[src/rtl/chan_div_pkg.sv]
// chan_div_pkg: shared state encoding and iteration-count helper for chan_div_iter
package chan_div_pkg;
  typedef enum logic [1:0] {IDLE, BUSY, DONE} state_t;
  function automatic int ceil_div(input int x, input int y);
    return (x + y - 1) / y;
  endfunction
endpackage

[src/rtl/chan_div_lane.sv]
// chan_div_lane: one channel of restoring division, STEP bits per cycle, MSB first.
// Define CHAN_DIV_ROUND_EN to round the quotient half-up instead of truncating.
module chan_div_lane
  import chan_div_pkg::*;
#(
  parameter int A_W = 16,
  parameter int B_W = 8,
  parameter int Q_W = 8,
  parameter int STEP = 4
) (
  input  logic clk,
  input  logic reset,
  input  logic load,
  input  logic zero,
  input  logic run,
  input  logic fin,
  input  logic [A_W-1:0] a,
  input  logic [B_W-1:0] b,
  output logic [Q_W-1:0] q,
  output logic sat
);
  localparam int N = ceil_div(A_W, STEP);
  localparam int LAST = A_W - (N - 1) * STEP;
  logic [B_W-1:0] rem, r;
  logic [A_W-1:0] dvd, d, quo, qq;
  logic [B_W:0] t;
  logic ge;
  logic [A_W:0] full;
  logic [Q_W-1:0] q_n;
  logic sat_n;
  // the final cycle only consumes the bits that remain after the full-width steps
  always_comb begin
    r = rem;
    d = dvd;
    qq = quo;
    t = '0;
    ge = 1'b0;
    for (int i = 0; i < STEP; i++) begin
      if (!fin || i < LAST) begin
        t = {r, d[A_W-1]};
        d = d << 1;
        ge = t >= {1'b0, b};
        t = ge ? t - {1'b0, b} : t;
        r = t[B_W-1:0];
        qq = {qq[A_W-2:0], ge};
      end
    end
  end
`ifdef CHAN_DIV_ROUND_EN
  logic up;
  always_comb begin
    up = {r, 1'b0} >= {1'b0, b};
    full = {1'b0, qq} + {{A_W{1'b0}}, up};
  end
`else
  always_comb full = {1'b0, qq};
`endif
  always_comb begin
    sat_n = |full[A_W:Q_W];
    q_n = sat_n ? '1 : full[Q_W-1:0];
  end
  always_ff @(posedge clk or posedge reset)
    if (reset) begin
      rem <= '0;
      dvd <= '0;
      quo <= '0;
      q <= '0;
      sat <= 1'b0;
    end else if (load) begin
      rem <= '0;
      dvd <= a;
      quo <= '0;
      if (zero) begin
        q <= '1;
        sat <= 1'b0;
      end
    end else if (run) begin
      rem <= r;
      dvd <= d;
      quo <= qq;
      if (fin) begin
        q <= q_n;
        sat <= sat_n;
      end
    end
endmodule

[src/rtl/chan_div_iter.sv]
// chan_div_iter: NUM_CH dividends divided by one shared divisor, iterative, valid/ready handshake.
// Define CHAN_DIV_ROUND_EN to round quotients half-up instead of truncating.
module chan_div_iter
  import chan_div_pkg::*;
#(
  parameter int NUM_CH = 3,
  parameter int A_W = 16,
  parameter int B_W = 8,
  parameter int Q_W = 8,
  parameter int STEP = 4
) (
  input  logic clk,
  input  logic reset,
  input  logic in_valid,
  output logic in_ready,
  input  logic [NUM_CH*A_W-1:0] a,
  input  logic [B_W-1:0] b,
  output logic out_valid,
  input  logic out_ready,
  output logic [NUM_CH*Q_W-1:0] q,
  output logic [NUM_CH-1:0] sat,
  output logic dz
);
  localparam int N = ceil_div(A_W, STEP);
  localparam int CW = N > 1 ? $clog2(N) : 1;
  state_t state, nxt;
  logic [CW-1:0] cnt;
  logic [B_W-1:0] b_r;
  logic accept, zload, run, fin;
  always_ff @(posedge clk or posedge reset)
    if (reset) state <= IDLE;
    else state <= nxt;
  always_comb begin
    nxt = state;
    if (state == IDLE && in_valid) nxt = (b == '0) ? DONE : BUSY;
    else if (state == BUSY && fin) nxt = DONE;
    else if (state == DONE && out_ready) nxt = IDLE;
  end
  always_comb begin
    in_ready = state == IDLE;
    out_valid = state == DONE;
    run = state == BUSY;
    accept = in_ready && in_valid;
    zload = accept && b == '0;
    fin = run && cnt == CW'(N - 1);
  end
  always_ff @(posedge clk or posedge reset)
    if (reset) begin
      cnt <= '0;
      b_r <= '0;
      dz <= 1'b0;
    end else if (accept) begin
      cnt <= '0;
      b_r <= b;
      dz <= b == '0;
    end else if (run) cnt <= cnt + 1'b1;
  for (genvar c = 0; c < NUM_CH; c++) begin : g_lane
    chan_div_lane #(.A_W(A_W), .B_W(B_W), .Q_W(Q_W), .STEP(STEP)) u_lane (
      .clk(clk),
      .reset(reset),
      .load(accept),
      .zero(zload),
      .run(run),
      .fin(fin),
      .a(a[c*A_W +: A_W]),
      .b(b_r),
      .q(q[c*Q_W +: Q_W]),
      .sat(sat[c])
    );
  end
endmodule
[config.mk]
export PLATFORM = sky130hd
export DESIGN_NAME = chan_div_iter
export DESIGN_NICKNAME = d
export VERILOG_FILES = /design/src/rtl/chan_div_pkg.sv /design/src/rtl/chan_div_lane.sv /design/src/rtl/chan_div_iter.sv
export SDC_FILE = /design/constraint.sdc
export NUM_CORES = 1
export LEC_CHECK = 0
export ABC_AREA = 1
export CAP_MARGIN = 20
export CORE_UTILIZATION = 65
export CTS_CLUSTER_DIAMETER = 30
export CTS_CLUSTER_SIZE = 20
export DETAILED_ROUTE_END_ITERATION = 8
export PLACE_DENSITY = 0.88
export SYNTH_ARGS = -nofsm -noshare
export SYNTH_HDL_FRONTEND = slang
export SYNTH_SLANG_ARGS = --single-unit
export TNS_END_PERCENT = 50
[constraint.sdc]
create_clock -name clk -period 19 [get_ports clk]
set_input_delay 1.9 -clock clk [delete_from_list [all_inputs] [get_ports clk]]
set_output_delay 1.9 -clock clk [all_outputs]
set_load 0.01 [all_outputs]
==> impl_metrics.py <==
metrics = {
    "run_status": {
        "status": "finished, final reports clean",
    },
    "grt": {
        "grt.total_usage": 0.3740,
        "grt_pass1_wl_mm": 52.01,
        "grt_max_degree": 96,
        "grt-ovfl-total": 0,
        "antenna_found_initial": 1,
        "grt_pass1_vias": 10530,
    },
    "drt": {
        "drt-total-wl_mm": 31.96,
        "dr_wl_met2_mm": 14.91,
        "initialDrtViolationCount": 979,
        "drtAntennaViolNets": 0,
        "routed.top_layer": "met4",
        "wl_met3_mm": 2.758,
        "first_pass_iters": 6,
        "viasPerCell": 5.939,
        "wl_per_cell_um": 17.69,
        "vias": 10730,
        "wl_met1_mm": 12.88,
        "drcViolationCount": 0,
    },
    "final_layout": {
        "nets": 1743,
        "drive_above_1_share": 0.06616,
        "syn2layout_area_growth_pct": 14.76,
        "antenna_cells": 0,
    },
    "synthesis": {
        "synth_cell_type_count": 52,
        "netlist_instances": 1495,
        "synth_ff_type": "dfrtp_1",
        "yosysSeqAreaShare": 0.3293,
        "synth-simple-area-share": 0.2625,
        "syn_nets": 1664,
        "synth-async-reset-ratio": 1.000,
        "synth.ff_latch_count": 148,
        "ys_top_cells_by_area": "dfrtp_1 (33%), nand2_1 (14%), ha_1 (11%)",
        "ys_top_cells_by_count": "nand2_1 (405), inv_1 (221), dfrtp_1 (148), ha_1 (97), nor2_1 (86)",
        "synth-xor-area-share": 0.04750,
        "syn-cell-area_sq_um": 11250,
        "synth_mux_area_frac": 0,
        "synth-compound-area-share": 0.1349,
        "synthAdderAreaFrac": 0.1293,
        "yosysMostFrequentCell": "nand2_1",
        "synth_top_family_by_area": "simple AND/OR/NAND/NOR gates",
        "synth_top_area_frac": 0.3293,
        "yosysWarningCount": 0,
        "syn-mean-instance-area_sq_um": 7.524,
        "yosysTopAreaCell": "dfrtp_1",
        "synth_edf_count": 0,
    },
    "cts": {
        "cts_tree": "done",
        "h-tree-depth": 4,
        "numCtsBuffers": 17,
        "numClockSinks": 148,
        "cts_resized": 0,
        "clk_pin_slew_ns": 0.07,
        "clock-root-buffer": "clkbuf_16",
        "worstSkewPairLatency_ns": 0.44,
        "ctsHoldBuffers": 0,
        "postCtsSetupBuffers": 0,
        "cts_max_path_buffers": 2,
    },
    "floorplan": {
        "ios": 90,
        "initial_core_util": 0.6711,
        "rows": 47,
        "dieWidth_um": 133.6,
        "dieArea_sq_um": 17840,
        "core_sq_um": 16760,
        "die_h_um": 133.6,
    },
    "timing": {
        "finalHoldViolations": 0,
        "tightest_slew_ns": 1.136,
        "fmax_mhz": 118.4,
        "setup_violations": 0,
        "min_period_ns": 8.448,
        "fin_setup_tns_ns": 0,
        "rsz0062_at_grt": "no",
        "fin_crit_sh": 0.4446,
        "slew-limit-headroom": 0.2416,
        "fin_skew_ns": 0.01218,
        "maxSlewViolCount": 0,
    },
    "critical_path": {
        "worst_setup_path_start_kind": "flop",
        "worstPathMaxFanout": 16,
        "ff2ff_setup_slack_ns": 10.55,
        "slowest_delay_ns": 0.85,
        "crit_top_cell": "nand2_1",
        "slowest_stage": "dfrtp_1",
        "r2r_start": "b_r[1]",
        "r2r_end": "g_lane[1].u_lane.rem[6]",
        "crit_path_end_kind": "flop",
        "crit_type": "reg2reg",
        "arrival_ns": 8.77,
        "r2r_cells": 40,
        "cp.required_ns": 19.32,
    },
    "hold_path": {
        "holdPathStages": 2,
        "min_from": "g_lane[0].u_lane.dvd[4]",
        "holdPathEnd": "g_lane[0].u_lane.dvd[4]",
        "hp-class": "reg2reg",
    },
    "placed_design": {
        "io_buffers": 89,
        "place.gp.congestion": 0.9627,
        "hpwl_mm": 22.47,
    },
    "flow_run": {
        "maxCapViolCount": 0,
    },
}
[worst max path at each step]
| stage | depth (start not counted) | end | slack [ns] | from |
|---|---|---|---|---|
| after floorplan | 43 | g_lane[1].u_lane.rem[1] | 12.17 | b_r[1] |
| after global placement | 40 | g_lane[1].u_lane.rem[6] | 10.90 | b_r[1] |
| after detailed placement | 40 | g_lane[1].u_lane.rem[5] | 10.63 | b_r[1] |
| after CTS | 40 | g_lane[1].u_lane.rem[6] | 10.61 | b_r[1] |
| after global routing | 41 | g_lane[1].u_lane.rem[5] | 9.75 | b_r[1] |
| final | 40 | g_lane[1].u_lane.rem[6] | 10.55 | b_r[1] |
[worst max-delay path: cells and delay by family, from the launching register on]
family                     cells  cell delay [ns]
adders and majority gates      4             1.50
DFF                            1             0.85
and+or+nand+nor               20             2.46
buffers and inverters          4             0.90
AOI/OAI and AO/OA             12             2.63
[kinds of logic after synthesis]
logic type	Yosys count
and+or+nand+nor	661
buffers and inverters	271
AOI/OAI and AO/OA	245
DFF	148
adders and majority gates	109
xor gates and xnor gates	61
[final cells by class]
| type | count | area, sq um |
|---|---|---|
| multi-input combinational | 1076 | 6466 |
| fill | 1193 | 3851 |
| sequential | 148 | 3704 |
| timing repair buffer | 100 | 973.4 |
| inverter | 231 | 877.1 |
| clock buffer | 17 | 425.4 |
| tap | 220 | 275.3 |
| clock inverter | 15 | 187.7 |
[cell usage in the layout (no fill, tap or decap), drive strengths merged, types with 7 or more instances in the layout]
| master | netlist | final |
|---|---|---|
| fa | 12 | 12 |
| xor2 | 40 | 40 |
| nand2 | 426 | 426 |
| nand4 | 23 | 23 |
| nand3b | 7 | 7 |
| nor4 | 7 | 7 |
| inv | 229 | 234 |
| dfrtp | 148 | 148 |
| buf | 17 | 11 |
| a22o | 13 | 13 |
| o211ai | 17 | 17 |
| o21ai | 79 | 79 |
| xnor2 | 21 | 21 |
| clkbuf | 23 | 17 |
| nor2 | 91 | 91 |
| ha | 97 | 97 |
| o22ai | 35 | 35 |
| clkdlybuf4s50 | 0 | 89 |
| nand3 | 91 | 91 |
| clkinv | 2 | 11 |
| o221ai | 14 | 14 |
| nor3 | 10 | 10 |
| a21oi | 73 | 73 |
[per-stage QoR]
step	worst slack, ns	utilization	instances	hold WS [ns]	cell area (sq um)
CTS	10.61	0.7702	1807	0.4866	12910
finish	10.55	0.7702	1807	0.4874	12910
global route	9.748	0.7702	1807	0.5149	12910
detailed placement	10.63	0.7336	1775	0.4691	12300
global placement	10.90	0.7336	1775	0.4652	12300
floorplan	12.17	-	1495	0.4524	11250
[per-layer routing]
metal,GRT usage,up-vias
met3,0.08447,115
met5,0,-
met4,0.1837,0
met2,0.6065,530
met1,0.4719,5027
li1,-,5060
[registers in the layout (all words and copies together), names as in the netlist]
signal	count
g_lane.u_lane.q	24
dz	1
g_lane.u_lane.quo	36
g_lane.u_lane.dvd	48
b_r	8
g_lane.u_lane.sat	3
cnt	2
g_lane.u_lane.rem	24
state	2
Power is left out: the tool's default activity adds up to more than one toggle a clock period on the data nets, which glitch-free logic cannot reach.
